--- config.mk ---
export PLATFORM = sky130hd
export DESIGN_NAME = piano_tone_gen
export DESIGN_NICKNAME = d
export VERILOG_FILES = /design/src/rtl/piano_tone_gen.sv
export SDC_FILE = /design/constraint.sdc
export NUM_CORES = 1
export LEC_CHECK = 0
export BUFFER_PORTS_ARGS = -buffer_cell sky130_fd_sc_hd__buf_2
export CAP_MARGIN = 20
export CORE_ASPECT_RATIO = 1.4
export CORE_UTILIZATION = 42
export DETAILED_ROUTE_END_ITERATION = 8
export HOLD_SLACK_MARGIN = 0.05
export SLEW_MARGIN = 20
export SYNTH_ARGS = -nofsm -noshare
export SYNTH_HDL_FRONTEND = slang
export SYNTH_SLANG_ARGS = --single-unit
--- constraint.sdc ---
create_clock -name clk_5MHz -period 3.08 [get_ports clk_5MHz]
set_clock_uncertainty 0.1 [all_clocks]
set_input_delay 0.154 -clock clk_5MHz [delete_from_list [all_inputs] [get_ports clk_5MHz]]
set_output_delay 0.154 -clock clk_5MHz [all_outputs]
set_load 0.005 [all_outputs]
--- src/rtl/piano_tone_gen.sv ---
// Multi-key square-wave tone generator: per-key synchroniser and debouncer, fixed-priority
// key select, runtime note table with octave shift, and a glitch-free beep FSM.
module piano_tone_gen #(
    parameter int unsigned NUM_KEYS = 8,
    parameter int unsigned CNT_W    = 14,
    parameter int unsigned DEB_CYC  = 50000,
    localparam int unsigned KW      = $clog2(NUM_KEYS)
) (
    input  logic                clk_5MHz,
    input  logic                rst_n,
    input  logic [NUM_KEYS-1:0] key_in,
    input  logic [1:0]          octave,
    input  logic                cfg_we,
    input  logic [KW-1:0]       cfg_addr,
    input  logic [CNT_W-1:0]    cfg_data,
    output logic                beep,
    output logic                note_valid,
    output logic [KW-1:0]       note_idx
);

    localparam int unsigned DW = (DEB_CYC > 1) ? $clog2(DEB_CYC) : 1;
    localparam logic [DW-1:0] DebMax = DW'(DEB_CYC - 1);

    typedef enum logic [1:0] {StIdle, StPlay, StRelease} state_e;

    logic [NUM_KEYS-1:0] sync1_q, sync2_q;
    logic [NUM_KEYS-1:0] key_db_q, key_db_d;
    logic [DW-1:0]       deb_cnt_q [NUM_KEYS];
    logic [DW-1:0]       deb_cnt_d [NUM_KEYS];
    logic [CNT_W-1:0]    tbl_q [NUM_KEYS];

    state_e           state_q, state_d;
    logic [CNT_W-1:0] cnt_q, cnt_d;
    logic [CNT_W-1:0] h_q, h_d;
    logic             beep_q, beep_d;
    logic [KW-1:0]    idx_q, idx_d;

    logic [KW-1:0]    sel;
    logic [CNT_W-1:0] tbl_sel, shifted, h_new;
    logic             sel_valid, at_end;

    // Debounce: a bit flips only after the synced level disagrees for DEB_CYC consecutive cycles.
    always_comb begin
        key_db_d = key_db_q;
        for (int k = 0; k < int'(NUM_KEYS); k++) begin
            if (sync2_q[k] == key_db_q[k]) begin
                deb_cnt_d[k] = '0;
            end else if (deb_cnt_q[k] == DebMax) begin
                deb_cnt_d[k] = '0;
                key_db_d[k]  = sync2_q[k];
            end else begin
                deb_cnt_d[k] = deb_cnt_q[k] + DW'(1);
            end
        end
    end

    always_ff @(posedge clk_5MHz or negedge rst_n) begin
        if (!rst_n) begin
            sync1_q  <= '0;
            sync2_q  <= '0;
            key_db_q <= '0;
            for (int k = 0; k < int'(NUM_KEYS); k++) begin
                deb_cnt_q[k] <= '0;
                tbl_q[k]     <= '0;
            end
        end else begin
            sync1_q  <= key_in;
            sync2_q  <= sync1_q;
            key_db_q <= key_db_d;
            for (int k = 0; k < int'(NUM_KEYS); k++) begin
                deb_cnt_q[k] <= deb_cnt_d[k];
                if (cfg_we && cfg_addr == KW'(k)) begin
                    tbl_q[k] <= cfg_data;
                end
            end
        end
    end

    // Lowest set index wins; its table entry is muxed out in the same loop.
    always_comb begin
        sel     = '0;
        tbl_sel = '0;
        for (int i = int'(NUM_KEYS) - 1; i >= 0; i--) begin
            if (key_db_q[i]) begin
                sel     = KW'(i);
                tbl_sel = tbl_q[i];
            end
        end
        sel_valid = (|key_db_q) && (tbl_sel != '0);
        shifted   = tbl_sel >> octave;
        h_new     = (shifted < CNT_W'(2)) ? CNT_W'(2) : shifted;
        at_end    = (cnt_q == h_q - CNT_W'(1));
    end

    always_comb begin
        state_d = state_q;
        cnt_d   = cnt_q;
        h_d     = h_q;
        beep_d  = beep_q;
        idx_d   = idx_q;
        case (state_q)
            StIdle: begin
                beep_d = 1'b0;
                cnt_d  = '0;
                if (sel_valid) begin
                    state_d = StPlay;
                    beep_d  = 1'b1;
                    h_d     = h_new;
                    idx_d   = sel;
                end
            end
            StPlay: begin
                if (!sel_valid) begin
                    // A high pulse in progress always runs to its full latched length.
                    if (!beep_q || at_end) begin
                        state_d = StIdle;
                        beep_d  = 1'b0;
                        cnt_d   = '0;
                    end else begin
                        state_d = StRelease;
                        cnt_d   = cnt_q + CNT_W'(1);
                    end
                end else if (sel != idx_q) begin
                    cnt_d = '0;
                    h_d   = h_new;
                    idx_d = sel;
                end else if (at_end) begin
                    beep_d = ~beep_q;
                    cnt_d  = '0;
                    h_d    = h_new;
                end else begin
                    cnt_d = cnt_q + CNT_W'(1);
                end
            end
            StRelease: begin
                if (sel_valid) begin
                    state_d = StPlay;
                    cnt_d   = '0;
                    h_d     = h_new;
                    idx_d   = sel;
                end else if (at_end) begin
                    state_d = StIdle;
                    beep_d  = 1'b0;
                    cnt_d   = '0;
                end else begin
                    cnt_d = cnt_q + CNT_W'(1);
                end
            end
            default: begin
                state_d = StIdle;
                beep_d  = 1'b0;
                cnt_d   = '0;
            end
        endcase
    end

    always_ff @(posedge clk_5MHz or negedge rst_n) begin
        if (!rst_n) begin
            state_q <= StIdle;
            cnt_q   <= '0;
            h_q     <= '0;
            beep_q  <= 1'b0;
            idx_q   <= '0;
        end else begin
            state_q <= state_d;
            cnt_q   <= cnt_d;
            h_q     <= h_d;
            beep_q  <= beep_d;
            idx_q   <= idx_d;
        end
    end

    assign beep       = beep_q;
    assign note_valid = (state_q == StPlay);
    assign note_idx   = idx_q;

endmodule

==> flow_metrics.py <==
metrics = {
    "status": {
        "status": "finished, final reports clean",
    },
    "synth": {
        "synth_area_sq_mm": 0.0145,
        "netlist.area_leader.share_pct": 51.3,
        "netlist.top_cell.by_area": "dfrtp_1",
        "synthArstFlopShare_pct": 100,
        "synth_nets": 1377,
        "synth-edff-count": 0,
        "synth_ff_type": "dfrtp_1",
        "syn_inst": 1333,
        "ys_seq_area_share_pct": 51.3,
        "synth_cell_types": 74,
        "ys_top_cells_by_count": "298 x dfrtp_1, 190 x nor2_1, 130 x mux2_2, 87 x xor2_1, 85 x nand2_1",
        "synth_seq_cells": 298,
        "synth_area_leaders": "dfrtp_1 51%, mux2_2 10%, xor2_1 5.2%, nor2_1 4.9%, xnor2_1 3.9%",
        "synth_most_common_cell": "dfrtp_1",
        "syn_area_per_cell_sq_um": 10.9,
        "ys.warnings.count": 0,
    },
    "cells_and_area": {
        "nFillCells": 3128,
        "drive_gt1_share_pct": 21.4,
        "nets": 1470,
        "fin_cells": 1900,
        "syn_to_final_growth_pct": 15.2,
        "fin_util_pct": 49.1,
        "fin_area_sq_mm": 0.0168,
        "num_antenna_cells": 0,
    },
    "timing": {
        "tns_ps": 0,
        "post-route-period-util_pct": 95.6,
        "period_needed_ps": 2940,
        "relSlewSlack_pct": 43.9,
        "fmax_mhz": 340,
        "slew_viol_final": 0,
        "setup_viol": 0,
        "worstMarginPinSlew_ps": 841,
        "hold_slack_ps": 91.9,
        "rsz0062_at_grt": "no",
        "hold_viol_final": 0,
    },
    "floorplan": {
        "ios": 35,
        "core_area_sq_mm": 0.0341,
        "fp-row-count": 80,
        "die_x_microns": 159,
        "start_util_pct": 42.6,
        "dieArea_sq_mm": 0.0354,
        "die_h_microns": 222,
    },
    "route": {
        "drtPass1Iterations": 7,
        "viasPerCell": 5.35,
        "wl_per_cell_microns": 16.9,
        "dr_total_vias": 10200,
        "wirelength_mm": 32.1,
        "drcViolationCount": 0,
        "dr.first_iter.drc_count": 534,
        "antenna_left": 0,
    },
    "power": {
        "irDropWorstVdd_v": 0.000414,
        "pwr-share-seq_pct": 52.0,
        "combPwrFrac_pct": 7.5,
        "leakage_uw": 0.00724,
        "swShare_pct": 24.5,
        "clkPwrFrac_pct": 40.5,
        "p_int_uw": 6620,
        "power_switching_uw": 2150,
        "p_per_area_mw_per_mm2": 523,
    },
    "job": {
        "maxCapViolCount": 0,
    },
    "placement": {
        "port_buffers": 34,
        "placed_cell_area_sq_mm": 0.0155,
        "place_congestion": 0.894,
        "hpwl_mm": 22.5,
        "dpl.cell_count": 1818,
    },
    "clocking": {
        "cts_setup_buffers": 0,
        "clock_sinks": 298,
        "clockRootBuffer": "clkbuf_16",
        "cts_max_level": 1,
        "cts_made_buffers": 30,
        "insertion_delay_ps": 590,
        "cts.path.max_buffers": 3,
        "cts_tree": "built",
        "clk_pin_slew_ps": 70,
    },
    "global_routing": {
        "grtUsageTotal_pct": 18.6,
        "grt_pass1_wl_mm": 54.1,
        "grt_pass1_vias": 10400,
        "grt-ovfl-total": 0,
        "grt_max_degree": 106,
        "grt_antenna_before_repair": 0,
    },
    "min_path": {
        "worstHoldStart": "cfg_we",
        "hold_path_class": "input pin to flip-flop",
        "whs_path_depth": 4,
    },
    "setup_path": {
        "path_max_fanout": 14,
        "start_kind": "flip-flop",
        "cp.arrival_ps": 3310,
        "worstPathRequired_ps": 3450,
        "worstSetupStartpoint": "key_db_q[4]$_DFFE_PN0P_",
        "critPathCaptureType": "flip-flop",
        "worstRegToRegCells": 11,
        "worstSetupPathType": "flip-flop to flip-flop",
        "r2r_start": "key_db_q[4]$_DFFE_PN0P_",
    },
}
-- per-stage QoR --
step / worst slack (ps) / total power (uW)
6_report: 137 / 8760
5_1_grt: 15.2 / 9130
4_1_cts: 134 / 8890
3_5_place_dp: 110 / 5270
3_3_place_gp: 136 / 5240
2_1_floorplan: 257 / 4940
-- cells by family (layout without fill, tap and decap cells) --
logic type / Yosys count / in the layout / synth area share (%)
fa+ha+maj: 14 / 14 / 1.20
simple gates: 511 / 511 / 17.4
xor+xnor: 151 / 151 / 9.09
mux: 144 / 144 / 11.1
compound gates: 148 / 148 / 7.81
buf+inv: 67 / 183 / 2.06
flops: 298 / 298 / 51.3
-- registers in the layout (all words and copies together) (netlist names) --
register,flops
beep,1
cnt_q,14
deb_cnt_q,128
h_q,14
key_db_q,8
note_idx,3
state_q,2
sync1_q,8
sync2_q,8
tbl_q,112
-- repair_timing --
action,CTS,global route
gates resized for setup,0,5
hold endpoints to repair,225,0
endpoints found under the setup margin,0,14
hold buffers,27,0
-- layout make-up --
class | instances | area, sq um | area share, %
inverter | 16 | 60.1 | 0.358
timing repair buffer | 112 | 896 | 5.35
tap | 451 | 564 | 3.37
clock buffer | 43 | 870 | 5.19
clock inverter | 12 | 88.8 | 0.530
sequential | 298 | 7460 | 44.5
multi-input combinational | 968 | 6820 | 40.7
-- power groups by stage --
stage	Clock, uW	Combinational [uW]	Sequential [uW]
floorplan	0	435	4510
global placement	0	615	4620
detailed placement	0	639	4630
CTS	3660	669	4550
global route	3800	728	4590
finish	3550	656	4560
-- worst max-delay path, cell delays in order (launching register included) --
cell and delay (ps):
dfrtp_1 410, buf_4 170, nand2b_1 210, buf_4 200, o22ai_1 280, o32a_1 250, o21ai_1 110, nor4_4 200
nand3_4 160, o211ai_4 230, buf_12 170, mux2_2 330
-- worst paths after layout --
path,to,slack [ps]
worst min register to register,sync2_q[3]$_DFF_PN0_,250
min in group asynchronous,deb_cnt_q[59]$_DFF_PN0_,150
worst max-delay path,h_q[10]$_DFFE_PN0P_,140
max in group asynchronous,deb_cnt_q[47]$_DFF_PN0_,1910
worst max register to register,h_q[10]$_DFFE_PN0P_,140
worst min-delay path,tbl_q[73]$_DFFE_PN0P_,90
-- layout by cell type (no fill, tap or decap), types with 6 or more instances in the layout --
| cell | netlist | final |
|---|---|---|
| ha_1 | 14 | 14 |
| and3_1 | 37 | 37 |
| nor3_2 | 10 | 12 |
| dfrtp_1 | 298 | 297 |
| clkbuf_8 | 0 | 7 |
| clkbuf_16 | 0 | 30 |
| nor4b_1 | 8 | 8 |
| a221oi_1 | 20 | 20 |
| o31a_1 | 7 | 7 |
| buf_2 | 9 | 33 |
| nor2b_1 | 11 | 11 |
| nand3_1 | 55 | 55 |
| nand2b_1 | 16 | 16 |
| xor2_1 | 87 | 87 |
| mux2_2 | 130 | 130 |
| or2_2 | 10 | 10 |
| o21ai_0 | 14 | 13 |
| nand2_1 | 85 | 85 |
| nor2_1 | 190 | 190 |
| clkbuf_1 | 36 | 6 |
| mux2_1 | 9 | 9 |
| inv_1 | 15 | 15 |
| nand4_1 | 20 | 20 |
| a21oi_1 | 23 | 23 |
| buf_4 | 0 | 46 |
| dlygate4sd3_1 | 0 | 27 |
| nor4_1 | 6 | 6 |
| o22ai_1 | 26 | 26 |
| nor3_1 | 38 | 36 |
| xnor2_1 | 64 | 64 |
-- metal layers --
layer,routed length [microns],part of all wire (%),GRT usage [%]
met4,936,2.9,6.45
met3,974,3.0,2.17
met1,14100,44,24.0
met5,0,0,0
met2,16100,50,32.5
Note: power is estimated with default switching activity, not from simulation.
